## src/rtl/sdram_image_reader_if.sv

```systemverilog
// Bus bundle for sdram_image_reader: SDRAM read port, VGA pixel port and frame control/status.
// The master modport is the reader's view; the slave modport is the SDRAM/VGA environment's view.
interface sdram_image_reader_if;
  logic        iGo;
  logic [22:0] oSDRAM_addr;
  logic        oSDRAM_read;
  logic        iSDRAM_wait;
  logic [15:0] iSDRAM_data;
  logic        iSDRAM_valid;
  logic        iVGA_req;
  logic [15:0] oVGA_data;
  logic        oVGA_valid;
  logic        oBusy;
  logic        oDone;
  logic        oUnderflow;

  modport master (
    input  iGo,
    input  iSDRAM_wait,
    input  iSDRAM_data,
    input  iSDRAM_valid,
    input  iVGA_req,
    output oSDRAM_addr,
    output oSDRAM_read,
    output oVGA_data,
    output oVGA_valid,
    output oBusy,
    output oDone,
    output oUnderflow
  );

  modport slave (
    output iGo,
    output iSDRAM_wait,
    output iSDRAM_data,
    output iSDRAM_valid,
    output iVGA_req,
    input  oSDRAM_addr,
    input  oSDRAM_read,
    input  oVGA_data,
    input  oVGA_valid,
    input  oBusy,
    input  oDone,
    input  oUnderflow
  );
endinterface

```

## src/rtl/sdram_image_reader.sv

```systemverilog
// Streams one H_PIXELS x V_LINES frame from SDRAM into a show-ahead pixel FIFO for a VGA consumer.
// Optional sticky underflow detection is enabled by defining SDRAM_IMAGE_READER_UNDERFLOW_EN.
module sdram_image_reader #(
  parameter int          H_PIXELS   = 160,
  parameter int          V_LINES    = 120,
  parameter logic [22:0] BASE_ADDR  = 23'h0,
  parameter int          FIFO_DEPTH = 8
) (
  input logic                  iCLK,
  input logic                  iRST,
  sdram_image_reader_if.master bus
);

  localparam int XW    = (H_PIXELS > 1) ? $clog2(H_PIXELS) : 1;
  localparam int YW    = (V_LINES > 1) ? $clog2(V_LINES) : 1;
  localparam int TOTAL = H_PIXELS * V_LINES;
  localparam int PW    = $clog2(TOTAL + 1);
  localparam int AW    = (FIFO_DEPTH > 1) ? $clog2(FIFO_DEPTH) : 1;
  localparam int CW    = $clog2(FIFO_DEPTH + 1);

  localparam logic [XW-1:0] X_LAST     = XW'(H_PIXELS - 1);
  localparam logic [YW-1:0] Y_LAST     = YW'(V_LINES - 1);
  localparam logic [PW-1:0] POP_LAST   = PW'(TOTAL - 1);
  localparam logic [CW:0]   DEPTH_FULL = (CW + 1)'(FIFO_DEPTH);

  typedef enum logic [1:0] {
    IDLE,
    FETCH,
    DRAIN
  } state_t;

  state_t          state_q, state_d;
  logic [XW-1:0]   x_q, x_d;
  logic [YW-1:0]   y_q, y_d;
  logic [22:0]     addr_q, addr_d;
  logic [CW-1:0]   outstanding_q, outstanding_d;
  logic [CW-1:0]   count_q, count_d;
  logic [AW-1:0]   wr_ptr_q, wr_ptr_d;
  logic [AW-1:0]   rd_ptr_q, rd_ptr_d;
  logic [PW-1:0]   pop_cnt_q, pop_cnt_d;
  logic [15:0]     mem_q [FIFO_DEPTH];
  logic [15:0]     mem_d [FIFO_DEPTH];

  logic [CW:0]     occupancy;
  logic            read_en;
  logic            accept;
  logic            ret;
  logic            vga_valid;
  logic            pop;
  logic            last_pop;
  logic            last_req;
  logic            go;

  // Requests are throttled so every in-flight word is guaranteed a FIFO slot on return.
  always_comb begin
    occupancy = {1'b0, count_q} + {1'b0, outstanding_q};
    read_en   = (state_q == FETCH) && (occupancy < DEPTH_FULL);
    accept    = read_en && !bus.iSDRAM_wait;
    ret       = bus.iSDRAM_valid && (state_q != IDLE) && (outstanding_q != '0);
    vga_valid = (count_q != '0);
    pop       = bus.iVGA_req && vga_valid;
    last_pop  = pop && (state_q != IDLE) && (pop_cnt_q == POP_LAST);
    last_req  = accept && (x_q == X_LAST) && (y_q == Y_LAST);
    go        = (state_q == IDLE) && bus.iGo;
  end

  always_comb begin
    state_d       = state_q;
    x_d           = x_q;
    y_d           = y_q;
    addr_d        = addr_q;
    outstanding_d = outstanding_q;
    count_d       = count_q;
    wr_ptr_d      = wr_ptr_q;
    rd_ptr_d      = rd_ptr_q;
    pop_cnt_d     = pop_cnt_q;
    mem_d         = mem_q;

    case (state_q)
      IDLE: begin
        if (go) begin
          state_d   = FETCH;
          x_d       = '0;
          y_d       = '0;
          addr_d    = BASE_ADDR;
          pop_cnt_d = '0;
        end
      end
      FETCH: begin
        if (accept) begin
          // Row-major pixels are contiguous, so the address simply advances by one word.
          addr_d = addr_q + 23'd1;
          if (x_q == X_LAST) begin
            x_d = '0;
            y_d = y_q + YW'(1);
          end else begin
            x_d = x_q + XW'(1);
          end
          if (last_req) begin
            state_d = DRAIN;
          end
        end
      end
      DRAIN: begin
        state_d = DRAIN;
      end
      default: begin
        state_d = IDLE;
      end
    endcase

    if (last_pop) begin
      state_d = IDLE;
    end

    case ({accept, ret})
      2'b10:   outstanding_d = outstanding_q + CW'(1);
      2'b01:   outstanding_d = outstanding_q - CW'(1);
      default: outstanding_d = outstanding_q;
    endcase

    if (ret) begin
      mem_d[wr_ptr_q] = bus.iSDRAM_data;
      wr_ptr_d        = wr_ptr_q + AW'(1);
    end

    if (pop) begin
      rd_ptr_d  = rd_ptr_q + AW'(1);
      pop_cnt_d = pop_cnt_q + PW'(1);
    end

    case ({ret, pop})
      2'b10:   count_d = count_q + CW'(1);
      2'b01:   count_d = count_q - CW'(1);
      default: count_d = count_q;
    endcase
  end

  always_ff @(posedge iCLK) begin
    if (iRST) begin
      state_q       <= IDLE;
      x_q           <= '0;
      y_q           <= '0;
      addr_q        <= '0;
      outstanding_q <= '0;
      count_q       <= '0;
      wr_ptr_q      <= '0;
      rd_ptr_q      <= '0;
      pop_cnt_q     <= '0;
    end else begin
      state_q       <= state_d;
      x_q           <= x_d;
      y_q           <= y_d;
      addr_q        <= addr_d;
      outstanding_q <= outstanding_d;
      count_q       <= count_d;
      wr_ptr_q      <= wr_ptr_d;
      rd_ptr_q      <= rd_ptr_d;
      pop_cnt_q     <= pop_cnt_d;
    end
  end

  // Storage needs no reset: the output mux hides stale entries whenever the FIFO is empty.
  always_ff @(posedge iCLK) begin
    mem_q <= mem_d;
  end

  assign bus.oSDRAM_read = read_en;
  assign bus.oSDRAM_addr = addr_q;
  assign bus.oVGA_valid  = vga_valid;
  assign bus.oVGA_data   = vga_valid ? mem_q[rd_ptr_q] : 16'h0000;
  assign bus.oBusy       = (state_q != IDLE);
  assign bus.oDone       = last_pop;

`ifdef SDRAM_IMAGE_READER_UNDERFLOW_EN
  logic underflow_q, underflow_d;

  always_comb begin
    underflow_d = underflow_q;
    if (go) begin
      underflow_d = 1'b0;
    end else if (bus.iVGA_req && !vga_valid && (state_q != IDLE)) begin
      underflow_d = 1'b1;
    end
  end

  always_ff @(posedge iCLK) begin
    if (iRST) begin
      underflow_q <= 1'b0;
    end else begin
      underflow_q <= underflow_d;
    end
  end

  assign bus.oUnderflow = underflow_q;
`else
  assign bus.oUnderflow = 1'b0;
`endif

endmodule

```

## src/flat_wrapper.sv

```systemverilog
// flat-port wrapper written by rule: the top's interface ports become plain ports
module sdram_image_reader_flat 
#(
  parameter int          H_PIXELS   = 160,
  parameter int          V_LINES    = 120,
  parameter logic [22:0] BASE_ADDR  = 23'h0,
  parameter int          FIFO_DEPTH = 8
)
  (iCLK, iRST, bus_iGo, bus_iSDRAM_wait, bus_iSDRAM_data, bus_iSDRAM_valid, bus_iVGA_req, bus_oSDRAM_addr, bus_oSDRAM_read, bus_oVGA_data, bus_oVGA_valid, bus_oBusy, bus_oDone, bus_oUnderflow);
  sdram_image_reader_if bus_i ();
  input logic iCLK;
  input logic iRST;
  input wire logic [$bits(bus_i.iGo)-1:0] bus_iGo;
  input wire logic [$bits(bus_i.iSDRAM_wait)-1:0] bus_iSDRAM_wait;
  input wire logic [$bits(bus_i.iSDRAM_data)-1:0] bus_iSDRAM_data;
  input wire logic [$bits(bus_i.iSDRAM_valid)-1:0] bus_iSDRAM_valid;
  input wire logic [$bits(bus_i.iVGA_req)-1:0] bus_iVGA_req;
  output wire logic [$bits(bus_i.oSDRAM_addr)-1:0] bus_oSDRAM_addr;
  output wire logic [$bits(bus_i.oSDRAM_read)-1:0] bus_oSDRAM_read;
  output wire logic [$bits(bus_i.oVGA_data)-1:0] bus_oVGA_data;
  output wire logic [$bits(bus_i.oVGA_valid)-1:0] bus_oVGA_valid;
  output wire logic [$bits(bus_i.oBusy)-1:0] bus_oBusy;
  output wire logic [$bits(bus_i.oDone)-1:0] bus_oDone;
  output wire logic [$bits(bus_i.oUnderflow)-1:0] bus_oUnderflow;
  assign bus_i.iGo = bus_iGo;
  assign bus_i.iSDRAM_wait = bus_iSDRAM_wait;
  assign bus_i.iSDRAM_data = bus_iSDRAM_data;
  assign bus_i.iSDRAM_valid = bus_iSDRAM_valid;
  assign bus_i.iVGA_req = bus_iVGA_req;
  assign bus_oSDRAM_addr = bus_i.oSDRAM_addr;
  assign bus_oSDRAM_read = bus_i.oSDRAM_read;
  assign bus_oVGA_data = bus_i.oVGA_data;
  assign bus_oVGA_valid = bus_i.oVGA_valid;
  assign bus_oBusy = bus_i.oBusy;
  assign bus_oDone = bus_i.oDone;
  assign bus_oUnderflow = bus_i.oUnderflow;
  sdram_image_reader #(.H_PIXELS(H_PIXELS), .V_LINES(V_LINES), .BASE_ADDR(BASE_ADDR), .FIFO_DEPTH(FIFO_DEPTH)) u_core (.iCLK(iCLK), .iRST(iRST), .bus(bus_i));
endmodule
```

## config.mk

```make
export PLATFORM = sky130hd
export DESIGN_NAME = sdram_image_reader_flat
export DESIGN_NICKNAME = d
export VERILOG_FILES = /design/src/rtl/sdram_image_reader_if.sv /design/src/rtl/sdram_image_reader.sv /design/src/flat_wrapper.sv
export SDC_FILE = /design/constraint.sdc
export NUM_CORES = 1
export LEC_CHECK = 0
export CAP_MARGIN = 15
export CELL_PAD_IN_SITES_DETAIL_PLACEMENT = 1
export CELL_PAD_IN_SITES_GLOBAL_PLACEMENT = 1
export CORE_MARGIN = 2
export CORE_UTILIZATION = 50
export CTS_BUF_LIST = sky130_fd_sc_hd__clkbuf_2
export CTS_CLUSTER_DIAMETER = 50
export CTS_CLUSTER_SIZE = 8
export DETAILED_ROUTE_END_ITERATION = 8
export PLACE_DENSITY_LB_ADDON = 0.25
export SLEW_MARGIN = 30
export SYNTH_ARGS = -nofsm -noshare
export SYNTH_HDL_FRONTEND = slang
export SYNTH_SLANG_ARGS = --single-unit
```

## constraint.sdc

```tcl
create_clock -name iCLK -period 3.1 [get_ports iCLK]
set_input_delay 0.31 -clock iCLK [delete_from_list [all_inputs] [get_ports iCLK]]
set_output_delay 0.31 -clock iCLK [all_outputs]
set_load 0.05 [all_outputs]
```

# [Word level (Yosys, flattened, before mapping)]
# Cells that the tools add are included.
[totals] input_bits=22 wordCells=100 regBits=197 out_inout_bits=44
[classes] eq_ne=13 magnitude_cmp=4 bitwise_logic=2 reduce_logical=26 add_sub_neg=11 n_mux=27
[ops] op="128-bit bitwise mux" count=1
[ops] op="16-bit two-way mux" count=4
[ops] op="16-bit binary-select mux with 3-bit select" count=1
[ops] op="16-bit demux with 3-bit select" count=1
[ops] op="23-bit two-way mux" count=2
[ops] op="23-bit case mux with 2 select lines" count=1
[ops] op="15-bit two-way mux" count=3
[ops] op="8-bit two-way mux" count=3
[ops] op="23-bit by 1-bit adder with 23-bit output (second input constant)" count=1
[ops] op="7-bit two-way mux" count=3
[ops] op="4-bit case mux with 2 select lines" count=2
[ops] op="8-bit case mux with 2 select lines" count=1
[ops] op="15-bit by 1-bit adder with 15-bit output (second input constant)" count=1
[ops] op="15-bit == test (second input constant)" count=1
[ops] op="7-bit case mux with 2 select lines" count=1
[ops] op="2-bit nonzero test" count=6
[ops] op="1-bit logical AND" count=11
[ops] op="4-bit by 1-bit adder with 4-bit output (second input constant)" count=2
[ops] op="8-bit by 1-bit adder with 8-bit output (second input constant)" count=1
[ops] op="8-bit == test (second input constant)" count=1
[ops] op="4-bit greater-or-equal comparator (second input constant)" count=2
[ops] op="3-bit NOT with 4-bit output" count=2
[ops] op="4-bit nonzero test" count=2
[ops] op="4-bit by 1-bit subtractor with 4-bit output (second input constant)" count=2
[ops] op="other kinds (18)" count=28

# [Logic depth before layout (Yosys ltp)]
[logic_depth] ltp_word=9 ltp_mapped=14 depth_no_buf=12

# [Worst setup path before layout]
# No wires, ideal clock.
[synth_path] path_kind="register -> register" from="reg u_core.state_q[0]" to="reg u_core.mem_q[112] (netlist bit) (enable)" required_time_ns=2.691 stages_incl_launch_ff=9 setup_ns=0.409 path_slack_ns=-0.074 arrival_ns=2.765 synth_period_minus_slack_ns=3.174 n_path_buf=2 cell_sequence="dfxtp_1 inv_1 ha_1 buf_2 inv_1 and3_1 clkbuf_1 nand2b_1 nor3_1"
[synth_via] elab_chain_cells=3
[synth_lines] element="start: declaration" line="sdram_image_reader.sv:32" source="state_t state_q, state_d;"
[synth_lines] element="start signal: assignment" line="sdram_image_reader.sv:151" source="state_q <= state_d;"
[synth_lines] element="2-bit nonzero test"
[synth_lines] element="named net bus_oBusy" line="flat_wrapper.sv:22" source="output wire logic [$bits(bus_i.oBusy)-1:0] bus_oBusy;"
[synth_lines] element="1-bit logical AND (2 in a row)" line="sdram_image_reader.sv:59" source="ret = bus.iSDRAM_valid && (state_q != IDLE) && (outstanding_q != '0);"
[synth_lines] element="named net u_core.ret" line="sdram_image_reader.sv:47" source="logic ret;"
[synth_lines] element="end signal: assignment" line="sdram_image_reader.sv:165" source="mem_q <= mem_d;"
[synth_lines] element="end: declaration" line="sdram_image_reader.sv:41" source="logic [15:0] mem_q [FIFO_DEPTH];"
# The timed path passes the listed nets, and every way through them passes these cells.
# A chain may end at the register's enable or synchronous reset.

# [Final worst setup path]
[layout_path] from="reg u_core.count_q[3]" to="reg u_core.outstanding_q[3]"
[layout_via] elab_chain_cells=6 elab_cells_between_ends=8 cone_classes="add/sub: 1; order compare: 1; eq/ne: 2; mux: 1; reduce/logical: 3"
[layout_lines] element="start: declaration" line="sdram_image_reader.sv:37" source="logic [CW-1:0] count_q, count_d;"
[layout_lines] element="start signal: assignment" line="sdram_image_reader.sv:156" source="count_q <= count_d;"
[layout_lines] element="4-bit by 4-bit adder with 5-bit output (*)" line="sdram_image_reader.sv:56" source="occupancy = {1'b0, count_q} + {1'b0, outstanding_q};"
[layout_lines] element="5-bit by 4-bit less-than comparator with 1-bit output (*)" line="sdram_image_reader.sv:57" source="read_en = (state_q == FETCH) && (occupancy < DEPTH_FULL);"
[layout_lines] element="1-bit logical AND (*)" line="sdram_image_reader.sv:57"
[layout_lines] element="1-bit logical AND (*)" line="sdram_image_reader.sv:58" source="accept = read_en && !bus.iSDRAM_wait;"
[layout_lines] element="2-bit by 1-bit == test with 1-bit output or 2-bit == test (tied branches)" line="sdram_image_reader.sv:116" source="case ({accept, ret})"
[layout_lines] element="4-bit case mux with 2 select lines or 2-bit nonzero test (tied branches)"
[layout_lines] element="end signal: assignment" line="sdram_image_reader.sv:155" source="outstanding_q <= outstanding_d;"
[layout_lines] element="end: declaration" line="sdram_image_reader.sv:36" source="logic [CW-1:0] outstanding_q, outstanding_d;"
# Every way passes the cells marked *; elsewhere a longest branch is shown, timed or not.

==> impl_metrics.csv <==
group,metric,value,unit
run_status,status,"finished, final reports clean",
layout,fin_nets,752,
yosys,ys_types,57,
detailed_routing,vias,5430,
timing,finalHoldViolCount,0,
yosys,yosysWarnings,0,
layout,area_growth_syn_to_layout,14.7,%
clock_network,ctsHoldBuffers,0,
die,die_h,135,µm
timing,slew_violations,0,
layout,fill_cells,1647,
die,start_util,0.513,
die,rows,47,
detailed_routing,wire_per_inst,19.9,µm
layout,design_area,9790,µm²
timing,tns,0,ns
worst_setup_path,crit_path_end_kind,"flop",
timing,finClkSkew,0.0405,ns
timing,setup_violations,0,
detailed_routing,drt-initial-drc-count,249,
global_route,track_usage,0.217,
yosys,netlist_area,8530,µm²
detailed_routing,vias_per_cell,5.75,
yosys,syn_avg_cell_area,13.4,µm²
power_and_ir_drop,power.leakage,3.35,nW
timing,rsz0062_at_grt,"false",
layout,mostFrequentLayoutCell,"edfxtp_1",
die,die_w,135,µm
clock_network,cts.sinks,197,
timing,slew_headroom,0.528,
global_route,overflow,0,
timing,min_period_over_period,0.935,
clock_network,clk_pin_slew,0.26,ns
flow_run,drv_cap,0,
global_route,grt_pass1_wl,30300,µm
worst_setup_path,worst_setup_path_start_kind,"flop",
clock_network,htree_levels,4,
hold_path,hold_path_class,"in2reg",
worst_setup_path,worst-path-max-fanout,5,
clock_network,root_buffer,"clkbuf_2",
yosys,synth_seq_cells,197,
yosys,syn_nets,676,
global_route,grt_max_degree,45,
place,gp_congestion,0.780,
detailed_routing,ant_nets,0,
detailed_routing,first_pass_iters,4,
clock_network,clk_latency,0.75,ns
place,portBuffers,64,
die,core_area,16600,µm²
worst_setup_path,worstPathRequired,3.77,ns
yosys,yosysSeqAreaShare,0.613,
clock_network,tritoncts,"done",
power_and_ir_drop,ir_drop,0.236,mV
worst_setup_path,arrival,3.57,ns
clock_network,clock_path_buffers,2,
detailed_routing,route.detailed.drc,0,
layout,mostFrequentLayoutCells,"edfxtp_1, nor2_1, dfxtp_1",
place,dp_hpwl,12600,µm
yosys,ys_async_sr_fraction,0,
power_and_ir_drop,power_density,510,nW/µm²
detailed_routing,finalWirelength,18800,µm
timing,fmax,0.345,GHz
yosys,synthFlopType,"edfxtp_1",
place,placed_area,9490,µm²
timing,hold_ws,0.270,ns
global_route,antenna_found_initial,1,
worst_setup_path,crit_type,"reg2reg",
global_route,grt_pass1_vias,5743,
die,die-area,18100,µm²
yosys,synthCells,635,
clock_network,numCtsBuffers,17,
yosys,synth_edf_count,128,
layout,drive_gt1_frac,0.182,
timing,layout_min_cycle_time,2.90,ns
timing,worst_pin_slew,0.706,ns
die,top_level_ports,66,
critical path, stage by stage (launching register included):
cell and delay, ns:
dfxtp_2 0.40, ha_1 0.28, or3_1 0.43, a21o_1 0.21, nand2b_1 0.15, ha_1 0.23
ha_1 0.28, a21o_1 0.18, a21oi_1 0.17, xnor2_1 0.09, or3_1 0.30, a21oi_1 0.14
state kept, by name, summed over array words and instances, names as in the netlist:
| signal | count |
|---|---|
| u_core.bus.oSDRAM_addr | 23 |
| u_core.count_q | 4 |
| u_core.mem_q | 128 |
| u_core.outstanding_q | 4 |
| u_core.pop_cnt_q | 15 |
| u_core.rd_ptr_q | 3 |
| u_core.state_q | 2 |
| u_core.wr_ptr_q | 3 |
| u_core.x_q | 8 |
| u_core.y_q | 7 |
report_power, final:
part	switching [mW]	internal, mW
combinational	0.481	0.251
sequential	0.0349	2.83
clock	0.846	0.548
layout make-up:
class                      count  area (µm²)  share of cell area
tap                          220         275              0.0281
timing repair buffer          91         815              0.0832
sequential                   197        5230               0.534
multi-input combinational    389        3130               0.320
clock buffer                  20         100              0.0102
inverter                      15        56.3             0.00575
antenna                        1        2.50            0.000256
clock inverter                12         178              0.0182
synthesized netlist by cell type, types with 2 or more instances:
cell type	n	share of area
o2111ai_1	14	0.014
a21oi_1	33	0.019
buf_4	2	0.0018
nand4_1	5	0.0037
or3_1	10	0.0073
and4_1	8	0.0082
fa_1	2	0.0047
mux2i_1	21	0.025
mux4_2	32	0.084
nand3_1	15	0.0088
and3_1	14	0.010
mux2_2	3	0.0040
xor2_1	30	0.031
a21o_1	5	0.0044
inv_1	14	0.0062
dfxtp_1	69	0.16
nor3_1	14	0.0082
a31o_2	3	0.0031
nand4b_1	2	0.0021
nor2_1	73	0.032
and2_1	3	0.0022
o41ai_2	2	0.0038
buf_2	6	0.0035
clkbuf_1	22	0.0097
nand2b_1	5	0.0037
or4_1	2	0.0018
edfxtp_1	128	0.45
o211ai_1	7	0.0062
ha_1	17	0.025
o21ai_0	13	0.0076
nand2_1	29	0.013
xnor2_1	4	0.0041
buf_1	4	0.0018
worst paths after layout:
kind                                          from                 endpoint  slack [ns]  cells past startpoint
worst max-delay path             u_core.count_q[3]  u_core.outstanding_q[3]        0.20                     11
worst min-delay path            bus_iSDRAM_data[2]         u_core.mem_q[98]        0.27                      1
worst max register to register   u_core.count_q[3]  u_core.outstanding_q[3]        0.20                     11
worst min register to register   u_core.state_q[1]        u_core.state_q[1]        0.49                      2
kinds of logic after synthesis:
logic type | Yosys count | share of synthesized area
flops | 197 | 0.613
simple gates | 189 | 0.109
compound gates | 90 | 0.0767
mux | 56 | 0.113
buf+inv | 49 | 0.0233
xor+xnor | 34 | 0.0349
fa+ha+maj | 19 | 0.0296
other cells | 1 | 0.000440
repair_timing:
item,4_1_cts,5_1_grt
gates resized for setup,4,4
buffers inserted,0,1
setup endpoints to repair,2,3
stage by stage:
stage | setup WS, ns | power, mW | std cells | utilization
5_1_grt | 0.0104 | 5.20 | 945 | 0.588
3_3_place_gp | 0.219 | 3.62 | 911 | 0.570
4_1_cts | 0.0236 | 5.04 | 943 | 0.587
6_report | 0.200 | 4.99 | 945 | 0.588
2_1_floorplan | 0.190 | 3.40 | 635 | -
3_5_place_dp | 0.110 | 3.65 | 911 | 0.570
per-layer routing:
metal	GRT usage	up-vias	share of wire
met3	0.0424	18	0.033
met1	0.264	2758	0.42
met4	0.0585	0	0.012
li1	-	2551	-
met2	0.396	103	0.54
met5	0	-	0
Note: power is estimated with default switching activity, not from simulation.
